===== config.mk =====
export PLATFORM = sky130hd
export DESIGN_NAME = cursor_paint_ctrl
export DESIGN_NICKNAME = d
export VERILOG_FILES = /design/src/rtl/cursor_paint_ctrl.sv
export SDC_FILE = /design/constraint.sdc
export NUM_CORES = 1
export LEC_CHECK = 0
export ABC_AREA = 0
export BUFFER_PORTS_ARGS = -buffer_cell sky130_fd_sc_hd__clkbuf_2
export CORE_ASPECT_RATIO = 0.6
export CORE_MARGIN = 3
export CORE_UTILIZATION = 64
export DETAILED_ROUTE_END_ITERATION = 10
export PLACE_DENSITY = 0.87
export SYNTH_ARGS = -nofsm -noshare
export SYNTH_HDL_FRONTEND = slang
export SYNTH_SLANG_ARGS = --single-unit
export TNS_END_PERCENT = 100

===== constraint.sdc =====
create_clock -name VGA_CLK -period 5.76 [get_ports VGA_CLK]
set_input_delay 0.288 -clock VGA_CLK [delete_from_list [all_inputs] [get_ports VGA_CLK]]
set_output_delay 0.288 -clock VGA_CLK [all_outputs]
set_load 0.01 [all_outputs]

===== src/rtl/cursor_paint_ctrl.sv =====
// Cursor controller and painter: debounced buttons move a SIZE x SIZE cursor with auto-repeat,
// and the frame-buffer write port is driven for the power-up clear and for paint-mode stamps.
module cursor_paint_ctrl #(
   parameter int unsigned W_RES    = 640,
   parameter int unsigned H_RES    = 480,
   parameter int unsigned SIZE     = 16,
   parameter int unsigned STEP     = 16,
   parameter int unsigned DIVISOR  = 200000,
   parameter int unsigned DEBOUNCE = 4,
   parameter int unsigned REPEAT   = 8,
   parameter int unsigned COORD_W  = 11,
   parameter int unsigned COLOR_W  = 8,
   parameter logic [3*COLOR_W-1:0] CLEAR_COLOR = 24'hFFFFFF
) (
   input  logic                   VGA_CLK,
   input  logic                   reset,
   input  logic                   up_n,
   input  logic                   down_n,
   input  logic                   left_n,
   input  logic                   right_n,
   input  logic                   paint_mode,
   input  logic [3*COLOR_W-1:0]   color_in,
   input  logic [COORD_W-1:0]     pix_x,
   input  logic [COORD_W-1:0]     pix_y,
   output logic [COORD_W-1:0]     cursor_x,
   output logic [COORD_W-1:0]     cursor_y,
   output logic                   cursor_hit,
   output logic                   wr_en,
   output logic [COORD_W-1:0]     wr_x,
   output logic [COORD_W-1:0]     wr_y,
   output logic [3*COLOR_W-1:0]   wr_data,
   output logic                   busy
);

   localparam int unsigned TICK_W = (DIVISOR > 1) ? $clog2(DIVISOR) : 1;
   localparam int unsigned DB_W   = $clog2(DEBOUNCE + 1);
   localparam int unsigned REP_W  = $clog2(REPEAT + 1);
   localparam int unsigned CW1    = COORD_W + 1;

   localparam logic [TICK_W-1:0]  TICK_LAST = TICK_W'(DIVISOR - 1);
   localparam logic [DB_W-1:0]    DB_MAX    = DB_W'(DEBOUNCE);
   localparam logic [REP_W-1:0]   REP_LAST  = REP_W'(REPEAT - 1);
   localparam logic [CW1-1:0]     STEP_E    = CW1'(STEP);
   localparam logic [CW1-1:0]     MAX_X     = CW1'(W_RES - SIZE);
   localparam logic [CW1-1:0]     MAX_Y     = CW1'(H_RES - SIZE);
   localparam logic [CW1-1:0]     SIZE_M1_E = CW1'(SIZE - 1);
   localparam logic [COORD_W-1:0] SIZE_M1   = COORD_W'(SIZE - 1);
   localparam logic [COORD_W-1:0] LAST_X    = COORD_W'(W_RES - 1);
   localparam logic [COORD_W-1:0] LAST_Y    = COORD_W'(H_RES - 1);
   localparam logic [COORD_W-1:0] HOME_X    = COORD_W'((W_RES - SIZE) / 2);
   localparam logic [COORD_W-1:0] HOME_Y    = COORD_W'((H_RES - SIZE) / 2);

   localparam logic [1:0] CLEAR_INIT = 2'd0;
   localparam logic [1:0] CLEAR      = 2'd1;
   localparam logic [1:0] IDLE       = 2'd2;
   localparam logic [1:0] STAMP      = 2'd3;

   // Direction codes double as button indices; higher index wins.
   localparam logic [1:0] DIR_RIGHT = 2'd0;
   localparam logic [1:0] DIR_LEFT  = 2'd1;
   localparam logic [1:0] DIR_DOWN  = 2'd2;
   localparam logic [1:0] DIR_UP    = 2'd3;

   logic [TICK_W-1:0]  tick_cnt_q;
   logic               tick;
   logic [3:0]         sync1_q, sync2_q;
   logic [DB_W-1:0]    db_q [4];
   logic [DB_W-1:0]    db_d [4];
   logic [3:0]         pressed_d;
   logic               sel_valid;
   logic [1:0]         sel_dir;
   logic               dir_valid_q, dir_valid_d;
   logic [1:0]         dir_q, dir_d;
   logic [REP_W-1:0]   rep_q, rep_d;
   logic               step_d, step_req_q;
   logic [1:0]         step_dir_q;
   logic [CW1-1:0]     ext_x, ext_y, sum_x, sum_y, new_x, new_y;
   logic [CW1-1:0]     pix_x_e, pix_y_e;
   logic               moved;
   logic [1:0]         state_q;
   logic [COORD_W-1:0] stamp_x0_q, stamp_y0_q;

   assign tick = (tick_cnt_q == TICK_LAST);

   always_ff @(posedge VGA_CLK) begin
      if (!reset) begin
         tick_cnt_q <= '0;
         sync1_q    <= '1;
         sync2_q    <= '1;
      end else begin
         tick_cnt_q <= tick ? '0 : tick_cnt_q + 1'b1;
         sync1_q    <= {up_n, down_n, left_n, right_n};
         sync2_q    <= sync1_q;
      end
   end

   always_comb begin
      for (int i = 0; i < 4; i++) begin
         if (sync2_q[i]) begin
            db_d[i] = '0;
         end else if (db_q[i] == DB_MAX) begin
            db_d[i] = DB_MAX;
         end else begin
            db_d[i] = db_q[i] + 1'b1;
         end
         pressed_d[i] = (db_d[i] == DB_MAX);
      end
   end

   always_comb begin
      sel_valid = |pressed_d;
      sel_dir   = DIR_RIGHT;
      for (int i = 0; i < 4; i++) begin
         if (pressed_d[i]) sel_dir = 2'(i);
      end
   end

   // A newly selected direction steps at once; a held one steps every REPEAT ticks.
   always_comb begin
      step_d      = 1'b0;
      rep_d       = rep_q;
      dir_d       = dir_q;
      dir_valid_d = dir_valid_q;
      if (tick) begin
         if (!sel_valid) begin
            rep_d       = '0;
            dir_valid_d = 1'b0;
         end else if (!dir_valid_q || (sel_dir != dir_q)) begin
            step_d      = 1'b1;
            rep_d       = '0;
            dir_d       = sel_dir;
            dir_valid_d = 1'b1;
         end else if (rep_q == REP_LAST) begin
            step_d = 1'b1;
            rep_d  = '0;
         end else begin
            rep_d = rep_q + 1'b1;
         end
      end
   end

   always_ff @(posedge VGA_CLK) begin
      if (!reset) begin
         for (int i = 0; i < 4; i++) db_q[i] <= '0;
         dir_valid_q <= 1'b0;
         dir_q       <= DIR_RIGHT;
         rep_q       <= '0;
         step_req_q  <= 1'b0;
         step_dir_q  <= DIR_RIGHT;
      end else begin
         if (tick) begin
            for (int i = 0; i < 4; i++) db_q[i] <= db_d[i];
         end
         dir_valid_q <= dir_valid_d;
         dir_q       <= dir_d;
         rep_q       <= rep_d;
         step_req_q  <= step_d;
         step_dir_q  <= dir_d;
      end
   end

   assign ext_x   = {1'b0, cursor_x};
   assign ext_y   = {1'b0, cursor_y};
   assign sum_x   = ext_x + STEP_E;
   assign sum_y   = ext_y + STEP_E;
   assign pix_x_e = {1'b0, pix_x};
   assign pix_y_e = {1'b0, pix_y};

   always_comb begin
      new_x = ext_x;
      new_y = ext_y;
      case (step_dir_q)
         DIR_UP:   new_y = (ext_y < STEP_E) ? '0 : ext_y - STEP_E;
         DIR_DOWN: new_y = (sum_y > MAX_Y) ? MAX_Y : sum_y;
         DIR_LEFT: new_x = (ext_x < STEP_E) ? '0 : ext_x - STEP_E;
         default:  new_x = (sum_x > MAX_X) ? MAX_X : sum_x;
      endcase
      moved = step_req_q && (state_q == IDLE) && ((new_x != ext_x) || (new_y != ext_y));
   end

   always_comb begin
      cursor_hit = (pix_x_e >= ext_x) && (pix_x_e <= ext_x + SIZE_M1_E) &&
                   (pix_y_e >= ext_y) && (pix_y_e <= ext_y + SIZE_M1_E);
   end

   always_ff @(posedge VGA_CLK) begin
      if (!reset) begin
         state_q    <= CLEAR_INIT;
         cursor_x   <= HOME_X;
         cursor_y   <= HOME_Y;
         wr_en      <= 1'b0;
         wr_x       <= '0;
         wr_y       <= '0;
         wr_data    <= '0;
         busy       <= 1'b0;
         stamp_x0_q <= '0;
         stamp_y0_q <= '0;
      end else begin
         case (state_q)
            CLEAR_INIT: begin
               state_q <= CLEAR;
               wr_en   <= 1'b1;
               wr_x    <= '0;
               wr_y    <= '0;
               wr_data <= CLEAR_COLOR;
               busy    <= 1'b1;
            end
            CLEAR: begin
               if (wr_x == LAST_X) begin
                  wr_x <= '0;
                  if (wr_y == LAST_Y) begin
                     state_q <= IDLE;
                     wr_en   <= 1'b0;
                     busy    <= 1'b0;
                     wr_y    <= '0;
                  end else begin
                     wr_y <= wr_y + 1'b1;
                  end
               end else begin
                  wr_x <= wr_x + 1'b1;
               end
            end
            IDLE: begin
               if (moved) begin
                  cursor_x <= new_x[COORD_W-1:0];
                  cursor_y <= new_y[COORD_W-1:0];
                  if (paint_mode) begin
                     state_q    <= STAMP;
                     wr_en      <= 1'b1;
                     busy       <= 1'b1;
                     wr_x       <= cursor_x;
                     wr_y       <= cursor_y;
                     stamp_x0_q <= cursor_x;
                     stamp_y0_q <= cursor_y;
                     wr_data    <= color_in;
                  end
               end
            end
            default: begin
               if (wr_x == stamp_x0_q + SIZE_M1) begin
                  wr_x <= stamp_x0_q;
                  if (wr_y == stamp_y0_q + SIZE_M1) begin
                     state_q <= IDLE;
                     wr_en   <= 1'b0;
                     busy    <= 1'b0;
                  end else begin
                     wr_y <= wr_y + 1'b1;
                  end
               end else begin
                  wr_x <= wr_x + 1'b1;
               end
            end
         endcase
      end
   end

endmodule

==> PnR_summary.wiki <==
{| class="wikitable"
! Metric !! Value
|-
| Worst-case headroom to the max-slew limit || 0.186
|-
| Std-Cell Core Area || 14,100 sq um
|-
| Count of buffers from port buffering || between 100 and 150
|-
| DP Area || 10,100 sq um
|-
| Result of the run || complete, no violations
|-
| Pin count of the biggest net entering global routing || 59
|-
| Final slew viol count || 0
|-
| Io pins || 124
|-
| Initial Utilization || 0.674
|-
| Clock root buffer || sky130_fd_sc_hd__clkbuf_16
|-
| Synthesized area per cell || a little over 8 sq um
|-
| Final hold viol count || 0
|-
| Classification of the worst-slack hold path || input pin to flop
|-
| Number of DRC violations after detailed routing || 0
|-
| CP delay by family, top || compound AO/OA/AOI/OAI gates
|-
| Cell with the largest stage delay on the worst path || sky130_fd_sc_hd__dfxtp_1
|-
| Count leader, synth || sky130_fd_sc_hd__dfxtp_1
|-
| Cell Pwr Density || 247 nW/um^2
|-
| Critical Path, Cell by Cell || ha_1 > nand3_1 > or2_2 > o21ai_0 > a21oi_1 > a2111oi_0 > nand2_1 > o211ai_4 > buf_4 > mux2i_1 > nor2_1
|-
| Remaining number of nets flagged by the antenna check after routing || 0
|-
| Met1 GRT Util || 0.495
|-
| Slew of the pin with the lowest slew margin || 1.22 ns
|-
| Upper clock frequency limit || 0.203 GHz
|-
| Final design instance area without fill || 10,700 sq um
|-
| Via count of the first global-routing pass || 8,724
|-
| Post-CTS Hold Fix Bufs || 0
|-
| Gate count after technology mapping || between 1,000 and 1,500
|-
| Gr ovfl total || 0
|-
| Data required time of the worst path || 6.04 ns
|-
| Worst setup path category || flop to flop
|-
| Global-route wire length before repair || around 45,000 microns
|-
| Minimum clock period || 4.94 ns
|-
| Maximum count of clock buffers along a single path || 2
|-
| Share of synthesized area occupied by flip-flops and latches || 0.304
|-
| Insertion delay to the later sink of the worst-skew pair || 0.42 ns
|-
| Post-CTS sizing || 0
|-
| YS warnings || 0
|-
| FP Rows || 33
|-
| Setup repair after global routing missed its margin || no
|-
| Critical path fanouts, max || 33
|-
| Via count || 9,454
|-
| Met2 usage || 0.479
|-
| Flip-flop and latch count after synthesis || 138
|-
| Drt first pass iters || 7
|-
| Count of flip-flops with a built-in enable after synthesis || 12
|-
| Total Routed Length || 27,900 microns
|-
| Share of Yosys cell area claimed by the top area cell type || 0.266
|-
| Max-Cap Viols || 0
|-
| Worst-case clock skew || 0.0116 ns
|-
| Worst Slack Setup Final || 0.823 ns
|-
| Count of antenna diodes in the layout || 0
|-
| Average via count per standard cell || approximately 6.6
|-
| Critical path data arrival time || 5.22 ns
|-
| Most congested layer reported by global routing || met1
|-
| IR drop worst, VDD || 198 uV
|-
| Ranking of synthesized cells by area || sky130_fd_sc_hd__dfxtp_1 (27%), sky130_fd_sc_hd__ha_1 (9.0%), sky130_fd_sc_hd__nor2_1 (4.3%), sky130_fd_sc_hd__xnor2_1 (4.1%), sky130_fd_sc_hd__edfxtp_1 (3.8%)
|-
| Crit. End Element || flop
|-
| Fraction of final layout cells sized beyond drive strength 1 || 0.170
|-
| Area leader, netlist || sky130_fd_sc_hd__dfxtp_1
|-
| Half-perimeter wire length after detailed placement || 19,600 microns
|-
| Share of async-settable or async-resettable flops after synthesis || 0
|-
| Kind of start point of the critical path || flop
|-
| Area delta synth->final || 12.3%
|-
| GR Util met3 || 0.106
|-
| Syn Nets || 1,266
|-
| Number of buffer and inverter instances along the worst setup path || 1
|-
| Floorplan die area || 16,400 sq um
|-
| Number of buffers added by the clock tree synthesis step || 17
|-
| Post-CTS repair timing setup buffer count || 0
|-
| Number of clock sinks || 138
|-
| Dominant register cell in the synthesized netlist || sky130_fd_sc_hd__dfxtp_1
|-
| Count of different cell masters after synthesis || 83
|-
| # H-tree levels || 4
|-
| RePlAce Congestion || just under 1
|-
| Number of antenna violations at the first check in global routing || 0
|-
| CTS tree || yes
|-
| Fill count || between 1,000 and 1,500
|-
| Overall fraction of global-route tracks in use || 0.340
|-
| Clock slew at the register clock pins of the worst setup and hold paths || 0.07 ns
|-
| Standby leakage power || 4.33 nW
|-
| Pre-CTS setup slack || 0.991 ns
|-
| Synth cell count leaders || sky130_fd_sc_hd__dfxtp_1 (126), sky130_fd_sc_hd__nor2_1 (108), sky130_fd_sc_hd__nand2_1 (72), sky130_fd_sc_hd__ha_1 (68), sky130_fd_sc_hd__o21ai_0 (62)
|-
| Fin Setup TNS || 0 ns
|-
| Number of setup violations in the final report || 0
|-
| Post-route clock period utilization || 0.857
|-
| Die Span X || 163 microns
|-
| Die Y-Extent || 100 microns
|-
| Max incr delay on CP || between 0.7 and 0.8 ns
|-
| First DRT Iteration DRCs || roughly 1,600
|-
| Summed instance area of the synthesized netlist || 9490 sq um
|-
| Number of nets in the layout || 1,340
|-
| Average routed wire per standard cell || between 15 and 20 microns
|}
## placed cells by master (no fill, tap or decap), types with 25 or more instances in the layout
cell	n
sky130_fd_sc_hd__nor2_1	108
sky130_fd_sc_hd__o21ai_0	62
sky130_fd_sc_hd__dfxtp_1	126
sky130_fd_sc_hd__inv_1	52
sky130_fd_sc_hd__ha_1	68
sky130_fd_sc_hd__nor3_1	41
sky130_fd_sc_hd__a21oi_1	53
sky130_fd_sc_hd__nand2_1	72
sky130_fd_sc_hd__xnor2_1	44
sky130_fd_sc_hd__nand3_1	38
sky130_fd_sc_hd__clkbuf_2	123
sky130_fd_sc_hd__mux2i_1	31
sky130_fd_sc_hd__o221a_2	25
## final cells by class
type / instances / area [sq um] / area share
multi-input combinational: 876 / 6070 / 0.569
sequential: 138 / 2880 / 0.270
timing repair buffer: 133 / 691 / 0.0648
clock buffer: 17 / 425 / 0.0399
tap: 192 / 240 / 0.0225
inverter: 53 / 199 / 0.0187
clock inverter: 15 / 156 / 0.0147
## power breakdown
group          switching [W]  total (W)  internal [W]  leakage, nW
clock network       0.000480    0.00109      0.000611        0.282
logic               0.000247   0.000433      0.000186         2.90
registers          0.0000839    0.00111       0.00103         1.15
## final timing paths
path	endpoint	cells past startpoint	from	slack, ns
setup / recovery	stamp_x0_q[10]	11	cursor_x[5]	0.82
hold / removal	sync1_q[2]	2	down_n	0.05
setup reg to reg	stamp_x0_q[10]	11	cursor_x[5]	0.82
hold reg to reg	sync2_q[2]	1	sync1_q[2]	0.41
## flip-flops by register name, summed over array words and instances (netlist names)
name / cells
wr_data: 24
tick_cnt_q: 18
db_q: 12
cursor_x: 11
cursor_y: 11
stamp_x0_q: 11
stamp_y0_q: 11
wr_x: 11
wr_y: 11
rep_q: 4
sync1_q: 4
sync2_q: 4
step_dir_q: 2
busy: 1
dir_valid_q: 1
state_q: 1
step_req_q: 1
## layer usage
metal	wire length, microns	vias up
li1	-	4390
met1	12400	4340
met2	11300	647
met3	3640	77
met4	584	0
met5	0	-
## through the flow
step | std cells | util | hold slack [ns] | total power [W]
after global routing | 1424 | 0.757 | 0.0503 | 0.00273
after floorplan | 1145 | - | 0.386 | 0.00140
after detailed placement | 1392 | 0.716 | 0.396 | 0.00155
final | 1424 | 0.757 | 0.0455 | 0.00263
after global placement | 1392 | 0.716 | 0.391 | 0.00154
after CTS | 1424 | 0.757 | 0.0411 | 0.00263
## cell families (layout without fill, tap and decap cells)
| family | Yosys count | in the layout | share of synthesized area |
|---|---|---|---|
| xor+xnor | 68 | 68 | 0.0627 |
| mux | 33 | 33 | 0.0351 |
| simple gates | 394 | 394 | 0.214 |
| flops | 138 | 138 | 0.304 |
| buf+inv | 131 | 218 | 0.0581 |
| fa+ha+maj | 68 | 68 | 0.0896 |
| compound gates | 313 | 313 | 0.237 |
## worst register-to-register path: stages, from the launching register on
cell and delay (ns):
sky130_fd_sc_hd__dfxtp_1 0.73, sky130_fd_sc_hd__ha_1 0.46, sky130_fd_sc_hd__nand3_1 0.16, sky130_fd_sc_hd__or2_2 0.35, sky130_fd_sc_hd__o21ai_0 0.47, sky130_fd_sc_hd__a21oi_1 0.24
sky130_fd_sc_hd__a2111oi_0 0.62, sky130_fd_sc_hd__nand2_1 0.23, sky130_fd_sc_hd__o211ai_4 0.69, sky130_fd_sc_hd__buf_4 0.50, sky130_fd_sc_hd__mux2i_1 0.26, sky130_fd_sc_hd__nor2_1 0.08
(Power assumes the default switching activity.)
